File: src/rtl/noc_types_pkg.sv
// Shared NoC flit types and the node port used by both ends of the serial link.
// Keeping the flit width here means transmitter and receiver cannot disagree.
package noc_types;
    localparam int FLIT_DATA_BITS = 8;
    typedef logic [FLIT_DATA_BITS-1:0] flit_data_t;
endpackage

File: src/rtl/node_port.sv
// Flit-level valid/ready link between two NoC nodes.
interface node_port;
    import noc_types::*;
    flit_data_t data;
    logic       valid;
    logic       last;
    logic       ready;
    modport up   (output data, output valid, output last, input ready);
    modport down (input data, input valid, input last, output ready);
endinterface

File: src/rtl/noc_serial_transmitter.sv
// Serialises one packet into LSB-first flits on a node_port up link.
// One packet in flight; after it completes, a flush re-arms the sender.
module noc_serial_transmitter
    import noc_types::*;
#(
    parameter int PACKET_BITS    = 32,
    parameter int FLIT_DATA_BITS = noc_types::FLIT_DATA_BITS
) (
    input  logic                   clk,
    input  logic                   rst,
    input  logic                   flush,
    input  logic                   send,
    input  logic [PACKET_BITS-1:0] packet,
    output logic                   ready,
    output logic                   busy,
    node_port.up                   up
);
    localparam int NUM_FLITS  = (PACKET_BITS + FLIT_DATA_BITS - 1) / FLIT_DATA_BITS;
    localparam int SHIFT_BITS = NUM_FLITS * FLIT_DATA_BITS;
    localparam int CNT_BITS   = $clog2(NUM_FLITS + 1);
    localparam logic [CNT_BITS-1:0] LAST_CNT = CNT_BITS'(NUM_FLITS - 1);

    typedef enum logic [1:0] {
        IDLE,
        SEND,
        DONE
    } state_e;

    state_e                state_q, state_d;
    logic [SHIFT_BITS-1:0] shift_q, shift_d;
    logic [CNT_BITS-1:0]   flit_cnt_q, flit_cnt_d;
    logic                  flush_pend_q, flush_pend_d;
    logic                  valid_q, valid_d;
    logic                  last_q, last_d;
    logic                  ready_q, ready_d;
    logic                  busy_q, busy_d;
    logic                  xfer;

    assign xfer = valid_q & up.ready;

    always_comb begin
        state_d      = state_q;
        shift_d      = shift_q;
        flit_cnt_d   = flit_cnt_q;
        flush_pend_d = flush_pend_q;
        unique case (state_q)
            IDLE: begin
                if (send) begin
                    // zero-extension places the pad bits in the MSBs of the last flit
                    shift_d    = SHIFT_BITS'(packet);
                    flit_cnt_d = '0;
                    state_d    = SEND;
                end
            end
            SEND: begin
                flush_pend_d = flush_pend_q | flush;
                if (xfer) begin
                    shift_d    = shift_q >> FLIT_DATA_BITS;
                    flit_cnt_d = flit_cnt_q + CNT_BITS'(1);
                    if (flit_cnt_q == LAST_CNT) begin
                        state_d      = (flush_pend_q | flush) ? IDLE : DONE;
                        flush_pend_d = 1'b0;
                    end
                end
            end
            DONE: begin
                if (flush) begin
                    state_d = IDLE;
                end
            end
            default: begin
                state_d = IDLE;
            end
        endcase
        valid_d = (state_d == SEND);
        last_d  = (state_d == SEND) && (flit_cnt_d == LAST_CNT);
        ready_d = (state_d == IDLE);
        busy_d  = (state_d == SEND);
    end

    always_ff @(posedge clk) begin
        if (rst) begin
            state_q      <= IDLE;
            shift_q      <= '0;
            flit_cnt_q   <= '0;
            flush_pend_q <= 1'b0;
            valid_q      <= 1'b0;
            last_q       <= 1'b0;
            ready_q      <= 1'b1;
            busy_q       <= 1'b0;
        end else begin
            state_q      <= state_d;
            shift_q      <= shift_d;
            flit_cnt_q   <= flit_cnt_d;
            flush_pend_q <= flush_pend_d;
            valid_q      <= valid_d;
            last_q       <= last_d;
            ready_q      <= ready_d;
            busy_q       <= busy_d;
        end
    end

    assign up.data  = shift_q[FLIT_DATA_BITS-1:0];
    assign up.valid = valid_q;
    assign up.last  = last_q;
    assign ready    = ready_q;
    assign busy     = busy_q;

    a_hold_stable: assert property (@(posedge clk) disable iff (rst)
        (valid_q && !up.ready) |=> (valid_q && $stable(up.data) && $stable(up.last)));

    a_cnt_range: assert property (@(posedge clk) disable iff (rst)
        (state_q == SEND) |-> (flit_cnt_q < CNT_BITS'(NUM_FLITS)));
endmodule

File: src/flat_wrapper.sv
// flat-port wrapper written by rule: the top's interface ports become plain ports
module noc_serial_transmitter_flat import noc_types::*;
#(
    parameter int PACKET_BITS    = 32,
    parameter int FLIT_DATA_BITS = noc_types::FLIT_DATA_BITS
)
  (clk, rst, flush, send, packet, ready, busy, up_data, up_valid, up_last, up_ready);
  node_port up_i ();
  input  logic clk;
  input  logic rst;
  input  logic flush;
  input  logic send;
  input  logic [PACKET_BITS-1:0] packet;
  output logic ready;
  output logic busy;
  output wire logic [$bits(up_i.data)-1:0] up_data;
  output wire logic [$bits(up_i.valid)-1:0] up_valid;
  output wire logic [$bits(up_i.last)-1:0] up_last;
  input wire logic [$bits(up_i.ready)-1:0] up_ready;
  assign up_data = up_i.data;
  assign up_valid = up_i.valid;
  assign up_last = up_i.last;
  assign up_i.ready = up_ready;
  noc_serial_transmitter #(.PACKET_BITS(PACKET_BITS), .FLIT_DATA_BITS(FLIT_DATA_BITS)) u_core (.clk(clk), .rst(rst), .flush(flush), .send(send), .packet(packet), .ready(ready), .busy(busy), .up(up_i));
endmodule
File: config.mk
export PLATFORM = sky130hd
export DESIGN_NAME = noc_serial_transmitter_flat
export DESIGN_NICKNAME = d
export VERILOG_FILES = /design/src/rtl/noc_types_pkg.sv /design/src/rtl/node_port.sv /design/src/rtl/noc_serial_transmitter.sv /design/src/flat_wrapper.sv
export SDC_FILE = /design/constraint.sdc
export NUM_CORES = 1
export LEC_CHECK = 0
export ABC_AREA = 1
export ABC_CLOCK_PERIOD_IN_PS = 1600
export BUFFER_PORTS_ARGS = -buffer_cell sky130_fd_sc_hd__buf_2
export CAP_MARGIN = 30
export CORE_MARGIN = 5
export CORE_UTILIZATION = 40
export CTS_CLUSTER_DIAMETER = 100
export DETAILED_ROUTE_END_ITERATION = 8
export PLACE_DENSITY = 0.66
export SKIP_LAST_GASP = 1
export SLEW_MARGIN = 10
export SYNTH_ARGS = -nofsm -noshare
export SYNTH_HDL_FRONTEND = slang
export SYNTH_SLANG_ARGS = --single-unit
File: constraint.sdc
create_clock -name clk -period 1.6 [get_ports clk]
set_clock_uncertainty 0.1 [all_clocks]
set_input_delay 0 -clock clk [delete_from_list [all_inputs] [get_ports clk]]
set_output_delay 0 -clock clk [all_outputs]
set_load 0.01 [all_outputs]
==> reports/metrics.cfg, run 1 <==
[route]
drtIter0Drc = 60
avgViaCountPerCell = 4.98
drtPass1Iterations = 4
totalWireLength_um = 4650
antenna_left = 0
post_drt_wl_per_cell_um = 12.4
vias = 1869
drc = 0

[floorplanning]
fp.dieArea_mm2 = 0.00616
ios = 49
start_util = 0.405
rows = 25
chipWidth_um = 78.5
die_height_um = 78.5
core_mm2 = 0.00463

[worst_setup_path]
crit_chain = ha_1 > ha_1 > nand3_1 > nand3_1 > nand2_1 > nor2_1 > nand3_1 > nor2_1
slowest_delay_ns = 0.33
crit_required_ns = 1.74
cp-start-kind = register
critical_path_class = reg2reg
cpMostUsedCell = nand3_1
cp-end-kind = register
cp.arrival_ns = 1.59
crit_fanout = 3
rr_worst_depth = 8
crit_slowest_cell = dfxtp_1

[timing]
setup_viol = 0
max_freq_ghz = 0.686
setup_tns_ns = 0
slew_violations = 0
finalHoldViolations = 0
min_period_over_period = 0.911
finalCriticalPeriod_ns = 1.46
rsz0062_at_grt = yes
holdWs_ns = 0.0638
maxSlewHeadroom = 0.835
tightest_slew_ns = 0.247

[placement]
io_buffers = 48
dp_hpwl_um = 3060
dpl_cell_area_mm2 = 0.00214
place_congestion = 0.764

[yosys]
ys_seq_area_frac = 0.438
yosysWarningCount = 0
syn-instance-count = 243
synth.ff_latch_count = 41
postSynthAreaPerCell_um2 = 7.72
syn_area_mm2 = 0.00188
syn_nets = 282
synth_cell_types = 19

[cts]
cts_tree = built
clkSinkCount = 41
clockBufferDepth = 2
htreeDepth = 2
clockRootBuffer = clkbuf_8
path_clk_slew_ns = 0.08
numCtsBuffers = 5
clock_latency_ns = 0.30
post_cts_buffers = 0

[global_route]
grt_pass1_wl_um = 7620
grt_max_degree = 45
gr-usage-all-layers = 0.156
grt_pass1_vias = 1738
antenna_found_initial = 0
grt_overflow = 0

[power]
leakagePower_nw = 1.37
ir_drop_v = 0.000395
power_density_mw_per_mm2 = 879

[final_layout]
diodes = 0
nNetsFinal = 359
final_common_cell = nand2_1
n_fill_cell = 442
drive_above_1_share = 0.224
area_delta_synth_final_pct = 38.6
layout_common_cells = nand2_1 (76), buf_2 (48), dfxtp_1 (41), nand3_1 (38), dlygate4sd3_1 (35)
final_area_mm2 = 0.00260

[hold_path]
hold_path.class = in2reg
hold_depth = 6

[status]
status = finished clean

[job]
maxCapViolCount = 0

==> worst max-delay path, delay by kind of cell (launching register included) <==
family,cells,cell delay [ns]
fa+ha+maj,2,0.49
flops,1,0.33
simple gates,6,0.48
==> what timing repair did <==
item,in CTS,in global routing
resized for setup,0,1
hold buffers,35,0
endpoints found under the setup margin,0,21
endpoints found under the hold margin,38,0
==> flip-flops by register name, summed over array words and instances (netlist names) <==
signal,flops
u_core.busy,1
u_core.flit_cnt_q,3
u_core.flush_pend_q,1
u_core.ready,1
u_core.shift_q,32
u_core.state_q,2
u_core.up.last,1
==> final cells by class <==
class,instances,area [um2],area share
clock buffers,5,68.8,0.0265
multi-input cells,167,868,0.334
repair buffers,94,716,0.275
clock inverters,3,17.5,0.00674
inverters,11,41.3,0.0159
flip-flops and latches,41,821,0.316
well taps,54,67.6,0.0260
==> per-layer routing <==
| metal | GRT usage | wire (um) | up-vias |
|---|---|---|---|
| met3 | 0.0321 | 175 | 8 |
| met4 | 0.0839 | 87 | 0 |
| met1 | 0.183 | 2070 | 869 |
| met2 | 0.267 | 2310 | 38 |
| met5 | 0 | 0 | - |
| li1 | - | - | 954 |
==> synth_stat cells <==
cell | instances | area share
o211a_1 | 24 | 0.13
inv_1 | 8 | 0.016
o22ai_1 | 1 | 0.0033
nor2_1 | 10 | 0.020
a21oi_1 | 10 | 0.027
nor3_1 | 1 | 0.0027
buf_6 | 1 | 0.0060
nand2_1 | 77 | 0.15
buf_2 | 7 | 0.019
nand3_1 | 38 | 0.10
inv_2 | 2 | 0.0040
clkinv_1 | 1 | 0.0020
buf_4 | 11 | 0.044
ha_1 | 2 | 0.013
o21ai_0 | 2 | 0.0053
clkbuf_1 | 5 | 0.010
dfxtp_1 | 41 | 0.44
nor2_2 | 1 | 0.0033
nand2_2 | 1 | 0.0033
==> kinds of logic after synthesis <==
kind of cell | count (synthesis) | share of synthesized area
AND/OR/NAND/NOR | 128 | 0.285
flip-flops | 41 | 0.438
AO/OA/AOI/OAI | 37 | 0.163
buffers and inverters | 35 | 0.101
adder cells (fa/ha/maj) | 2 | 0.0133
==> final timing paths <==
path / start / end / slack (ns)
setup / recovery: u_core.flit_cnt_q[0] / u_core.up.last / 0.14
hold / removal: up_ready / u_core.flit_cnt_q[2] / 0.06
setup reg to reg: u_core.flit_cnt_q[0] / u_core.up.last / 0.14
hold reg to reg: u_core.shift_q[29] / u_core.shift_q[29] / 0.37
==> power by group <==
group	total (mW)	switching, mW	internal (mW)
clock network	0.673	0.371	0.301
logic	0.468	0.226	0.242
registers	1.15	0.0430	1.10
total	2.29	0.641	1.65
==> metrics by stage <==
step                 util  total power, mW  worst slack, ns  instances
finish              0.562             2.29            0.143        375
global route        0.562             2.41          0.00642        375
CTS                 0.556             2.29            0.110        374
detailed placement  0.461             1.56            0.127        331
global placement    0.461             1.55            0.163        331
floorplan               -             1.44            0.244        243
No activity file was read; power rests on OpenSTA's default activity.
==> inputs of run 2 (changes only) <==
--- a/config.mk
+++ b/config.mk
@@ -10,10 +10,10 @@
 export BUFFER_PORTS_ARGS = -buffer_cell sky130_fd_sc_hd__buf_2
 export CAP_MARGIN = 30
 export CORE_MARGIN = 5
-export CORE_UTILIZATION = 40
+export CORE_UTILIZATION = 45
 export CTS_CLUSTER_DIAMETER = 100
 export DETAILED_ROUTE_END_ITERATION = 8
-export PLACE_DENSITY = 0.66
+export PLACE_DENSITY = 0.73
 export SKIP_LAST_GASP = 1
 export SLEW_MARGIN = 10
 export SYNTH_ARGS = -nofsm -noshare
==> run 2 against run 1 <==
Effect of this change:
- critical path depth did not move
- first-iteration DRC count grew 62%
- clock-buffer cell count grew 2
- critical path type unchanged
- setup slack worse by 0.0028 ns
==> reports/metrics.cfg, run 2 (synthesis results as in run 1) <==
[timing]
setup_tns_ns = 0  ; unchanged
slew_violations = 0  ; unchanged
finalCriticalPeriod_ns = 1.46  ; +0.00282 ns
setup_viol = 0  ; unchanged
min_period_over_period = 0.912  ; +0.00176
max_freq_ghz = 0.685  ; -0.19%
finalHoldViolations = 0  ; unchanged
tightest_slew_ns = 0.263  ; +0.0157 ns
rsz0062_at_grt = no
maxSlewHeadroom = 0.825  ; -0.0107
holdWs_ns = 0.0802  ; +0.0165 ns

[floorplanning]
ios = 49  ; unchanged
fp.dieArea_mm2 = 0.00556  ; -9.7%
rows = 23  ; -8.0%
chipWidth_um = 74.6  ; -5.0%
start_util = 0.466  ; +0.0604
core_mm2 = 0.00403  ; -13%
die_height_um = 74.6  ; -5.0%

[cts]
clockBufferDepth = 2  ; unchanged
htreeDepth = 2  ; unchanged
clock_latency_ns = 0.29  ; about the same
clkSinkCount = 41  ; unchanged
clockRootBuffer = clkbuf_8
post_cts_buffers = 0  ; unchanged
cts_tree = built
path_clk_slew_ns = 0.08  ; about the same
numCtsBuffers = 5  ; unchanged

[route]
drc = 0  ; unchanged
drtPass1Iterations = 4  ; unchanged
vias = 1830  ; -2.1%
avgViaCountPerCell = 4.99  ; about the same
totalWireLength_um = 4470  ; -3.8%
drtIter0Drc = 97  ; +62%
post_drt_wl_per_cell_um = 12.2  ; -1.7%
antenna_left = 0  ; unchanged

[global_route]
gr-usage-all-layers = 0.174  ; +0.0175
grt_max_degree = 50  ; +11%
grt_pass1_wl_um = 7390  ; -3.0%
grt_overflow = 0  ; unchanged
grt_pass1_vias = 1782  ; +2.5%
antenna_found_initial = 0  ; unchanged

[power]
ir_drop_v = 0.000664  ; +68%
power_density_mw_per_mm2 = 908  ; +3.3%
leakagePower_nw = 1.36  ; -0.89%

[final_layout]
drive_above_1_share = 0.218  ; -0.00663
n_fill_cell = 362  ; -18%
final_common_cell = nand2_1
diodes = 0  ; unchanged
utilization = 0.640  ; +0.0788
nNetsFinal = 355  ; -1.1%
register_area_um2 = 821  ; unchanged
top_register = u_core.shift_q
largest_register_ffs = 32  ; unchanged
multi_input_area_um2 = 868  ; unchanged
final_area_mm2 = 0.00258  ; -0.77%
top_regs = u_core.shift_q x32, u_core.flit_cnt_q x3, u_core.state_q x2
layout_common_cells = nand2_1 (76), buf_2 (48), dfxtp_1 (41), nand3_1 (38), dlygate4sd3_1 (35)
area_delta_synth_final_pct = 37.6

[worst_setup_path]
crit_fanout = 3  ; unchanged
cp-end-kind = register
crit_start = u_core.flit_cnt_q[0]
rrSetupSlack_ns = 0.14  ; about the same
cp-start-kind = register
rr_endpoint = u_core.up.last
cp.arrival_ns = 1.60  ; about the same
crit_required_ns = 1.74  ; about the same
rr_worst_depth = 8  ; unchanged
r2r_start = u_core.flit_cnt_q[0]
critical_path_class = reg2reg

[job]
maxCapViolCount = 0  ; unchanged

[status]
status = finished clean

[placement]
dpl_cell_area_mm2 = 0.00210  ; -1.6%
place_congestion = 0.851  ; +11%
dp_hpwl_um = 2870  ; -6.3%
io_buffers = 48  ; unchanged

[hold_path]
hold_depth = 6  ; unchanged
hold_path.class = in2reg
hold_end = u_core.flit_cnt_q[2]
worstHoldStart = up_ready

==> run 2: cell count changes in the layout (fill, tap and decap cells not counted) <==
cell	delta
buf_4	-4
clkbuf_8	+2
clkinv_2	-1
clkinvlp_4	-1
inv_1	-1
inv_2	+1
==> run 2: power by group <==
group	internal [mW]	leakage (nW)	switching (mW)
Combinational	0.235	0.964	0.222
Sequential	1.10	0.338	0.0418
Clock	0.390	0.0542	0.352
==> run 2: layout make-up <==
type,instances,share of cell area
inverter,11,0.0160
clock buffer,7,0.0373
clock inverter,1,0.00194
tap,50,0.0242
multi-input combinational,167,0.337
sequential,41,0.318
timing repair buffer,90,0.266
==> run 2: worst max path at each step <==
stage | end | slack (ns) | cells after the start
after global placement | u_core.shift_q[27] | 0.16 | 8
final | u_core.up.last | 0.14 | 8
after CTS | u_core.shift_q[25] | 0.11 | 8
after detailed placement | u_core.shift_q[25] | 0.14 | 8
after global routing | u_core.shift_q[28] | 0.01 | 8
after floorplan | u_core.shift_q[14] | 0.24 | 7
==> run 2: repair_timing <==
action / in CTS / in global routing
resized for setup: 0 / 2
hold endpoints to repair: 38 / 0
setup endpoints to repair: 0 / 17
hold buffers: 35 / 0
==> run 2: through the flow <==
step,power (mW),setup slack (ns),cells
after CTS,2.36,0.113,366
after floorplan,1.44,0.244,243
after global routing,2.48,0.0129,367
final,2.34,0.140,367
after detailed placement,1.55,0.138,323
after global placement,1.54,0.162,323
==> run 2: layer usage <==
| metal | track usage | part of all wire |
|---|---|---|
| met5 | 0 | 0 |
| met4 | 0.0810 | 0.0098 |
| met3 | 0.0514 | 0.051 |
| met2 | 0.307 | 0.50 |
| met1 | 0.190 | 0.44 |
==> run 2: critical path: stages (launching register included) <==
cell     delay (ns)
dfxtp_1        0.33
ha_1           0.21
ha_1           0.28
nand3_1        0.07
nand3_1        0.09
nand2_1        0.05
nor2_1         0.12
nand3_1        0.08
nor2_1         0.08
==> inputs of run 3 (changes only) <==
--- a/config.mk
+++ b/config.mk
@@ -6,14 +6,14 @@
 export NUM_CORES = 1
 export LEC_CHECK = 0
 export ABC_AREA = 1
-export ABC_CLOCK_PERIOD_IN_PS = 1600
+export ABC_CLOCK_PERIOD_IN_PS = 1300
 export BUFFER_PORTS_ARGS = -buffer_cell sky130_fd_sc_hd__buf_2
 export CAP_MARGIN = 30
 export CORE_MARGIN = 5
 export CORE_UTILIZATION = 45
 export CTS_CLUSTER_DIAMETER = 100
 export DETAILED_ROUTE_END_ITERATION = 8
-export PLACE_DENSITY = 0.73
+export PLACE_DENSITY = 0.75
 export SKIP_LAST_GASP = 1
 export SLEW_MARGIN = 10
 export SYNTH_ARGS = -nofsm -noshare
==> constraint.sdc (replaced) <==
create_clock -name clk -period 1.3 [get_ports clk]
set_clock_uncertainty 0.1 [all_clocks]
set_input_delay 0 -clock clk [delete_from_list [all_inputs] [get_ports clk]]
set_output_delay 0 -clock clk [all_outputs]
set_load 0.01 [all_outputs]
==> run 3 against run 2 <==
Effect of this change:
- the flow now finishes with violations (negative setup slack)
- non-clock buffer count grew 19
- final area grew 17%
- first-iteration DRC count grew 87%
- maximum frequency grew 6.9%
- critical path type unchanged
- largest power group unchanged
- register-to-register slack lost 0.21 ns
- setup slack lost 0.21 ns
==> reports/metrics.cfg, run 3 (synthesis results as in run 1) <==
[worst_setup_path]
cp-end-kind = register
cp-endpoint = u_core.shift_q[23]
crit_required_ns = 1.40  ; -0.34 ns
rrSetupSlack_ns = -0.07  ; -0.21 ns
crit_start = u_core.state_q[1]
cp.arrival_ns = 1.46  ; -0.14 ns
crit_fanout = 7  ; +4
r2r_start = u_core.state_q[1]
rr_worst_depth = 6  ; -2
rr_endpoint = u_core.shift_q[23]
cp-start-kind = register
critical_path_class = reg2reg

[placement]
dpl_cell_area_mm2 = 0.00226  ; +7.8%
place_congestion = 0.803  ; -5.6%
dp_hpwl_um = 3160  ; +10%
io_buffers = 48  ; unchanged
pre_cts_ws_ns = -0.115  ; -0.252 ns

[power]
seqPwrFrac = 0.455  ; -0.034
power_switching_uw = 878  ; +43%
comb_power_share = 0.247  ; +0.052
p_sw_frac = 0.282  ; +0.0194
ir_drop_v = 0.000748  ; +13%
clkPwrFrac = 0.298  ; -0.019
leakagePower_nw = 1.54  ; +14%
p_int_mw = 2.24  ; +29%
power_density_mw_per_mm2 = 1030  ; +14%

[cts]
cts_tree = built
clock_latency_ns = 0.30  ; about the same
clkSinkCount = 41  ; unchanged
clockRootBuffer = clkbuf_8
path_clk_slew_ns = 0.07  ; about the same
numCtsBuffers = 5  ; unchanged
clockBufferDepth = 2  ; unchanged
htreeDepth = 2  ; unchanged

[global_route]
met2_usage = 0.359  ; +0.0517
grt_pass1_vias = 1905  ; +6.9%
grt_overflow = 0  ; unchanged
grt_pass1_wl_um = 8590  ; +16%
grt.busiest_layer = met2
gr-usage-all-layers = 0.203  ; +0.0296
antenna_found_initial = 0  ; unchanged
gr-usage-met3 = 0.0486  ; -0.00270
grt_max_degree = 26  ; -48%
use_met1 = 0.234  ; +0.0435

[final_layout]
final_area_mm2 = 0.00302  ; +17%
area_delta_synth_final_pct = 61.0
top_register = u_core.shift_q
final_common_cell = nand2_1
layout_common_cells = nand2_1 (69), buf_2 (48), dlygate4sd3_1 (36), dfxtp_1 (36), o211a_1 (24)
top_regs = u_core.shift_q x32, u_core.flit_cnt_q x3, u_core.state_q x2
largest_register_ffs = 32  ; unchanged
diodes = 0  ; unchanged
drive_above_1_share = 0.384  ; +0.166
nNetsFinal = 374  ; +5.4%

[status]
violations = negative setup slack
status = finished with violations

[timing]
max_freq_ghz = 0.732  ; +6.9%
tightest_slew_ns = 0.296  ; +0.0339 ns
min_period_over_period = 1.05  ; +0.138
holdWs_ns = 0.0362  ; -0.0440 ns
maxSlewHeadroom = 0.802  ; -0.0230
setup_tns_ns = -1.75  ; -1.75 ns
slew_violations = 0  ; unchanged
finalCriticalPeriod_ns = 1.37  ; -0.0942 ns
finalHoldViolations = 0  ; unchanged
layout_setup_ws_ns = -0.0658  ; -0.206 ns
rsz0062_at_grt = yes
setup_viol = 35  ; +35

[job]
maxCapViolCount = 0  ; unchanged

[floorplanning]
rows = 23  ; unchanged
die_height_um = 74.6  ; unchanged
fp.dieArea_mm2 = 0.00556  ; unchanged
chipWidth_um = 74.6  ; unchanged
start_util = 0.466  ; unchanged
core_mm2 = 0.00403  ; unchanged
ios = 49  ; unchanged

[route]
antenna_left = 0  ; unchanged
drtIter0Drc = 181  ; +87%
totalWireLength_um = 5970  ; +34%
drtPass1Iterations = 4  ; unchanged
drc = 0  ; unchanged
avgViaCountPerCell = 5.32  ; +6.7%
vias = 2053  ; +12%
post_drt_wl_per_cell_um = 15.5  ; +27%

[hold_path]
worstHoldStart = up_ready
hold_path.class = in2reg
hold_depth = 6  ; unchanged

==> run 3: cell count changes in the layout (fill, tap and decap cells not counted), sizes merged <==
cell	previous run	this run
buf	54	71
clkbuf	8	9
dlygate4sd3	35	36
==> run 3: timing repair <==
action | CTS | global route
setup endpoints to repair | 35 | 39
endpoints found under the hold margin | 37 | 0
resized for setup | 16 | 37
cloned | 2 | 2
hold buffers | 36 | 0
pin swaps | 7 | 10
buffers inserted | 0 | 5
==> run 3: metrics by stage <==
stage,std cells,power (mW),utilization
2_1_floorplan,243,1.79,-
5_1_grt,386,3.25,0.750
3_3_place_gp,335,1.96,0.562
3_5_place_dp,335,1.97,0.562
4_1_cts,381,3.03,0.702
6_report,386,3.11,0.750
==> run 3: critical path, cell delays in order, from the launching register on <==
cell and delay, ns:
dfxtp_4 0.37, nor2_2 0.18, nand2_2 0.14, nand2_8 0.15, buf_12 0.13, nand3_1 0.07
o211a_1 0.12
==> run 3: per-layer routing <==
| metal | part of all wire | vias to the layer above |
|---|---|---|
| met3 | 0.062 | 19 |
| met4 | 0.034 | 0 |
| met1 | 0.39 | 976 |
| li1 | - | 987 |
| met5 | 0 | - |
| met2 | 0.51 | 71 |
==> run 3: final cells by class <==
cell class	instances	area [um2]
timing repair buffer	109	905
clock buffer	7	96.3
clock inverter	1	5.00
sequential	41	832
fill	283	1010
inverter	11	46.3
tap	50	62.6
multi-input combinational	167	1070
==> run 3: worst min path at each step <==
stage                      endpoint
6_report       u_core.flit_cnt_q[2]
5_1_grt        u_core.flit_cnt_q[2]
3_3_place_gp     u_core.shift_q[24]
3_5_place_dp     u_core.shift_q[27]
2_1_floorplan    u_core.shift_q[28]
4_1_cts        u_core.flit_cnt_q[2]
==> run 3: power by group through the flow <==
stage | Combinational (mW) | Clock [mW] | Sequential, mW
CTS | 0.675 | 0.945 | 1.41
global route | 0.830 | 0.998 | 1.42
floorplan | 0.354 | 0 | 1.43
detailed placement | 0.534 | 0 | 1.44
global placement | 0.524 | 0 | 1.44
finish | 0.768 | 0.929 | 1.42
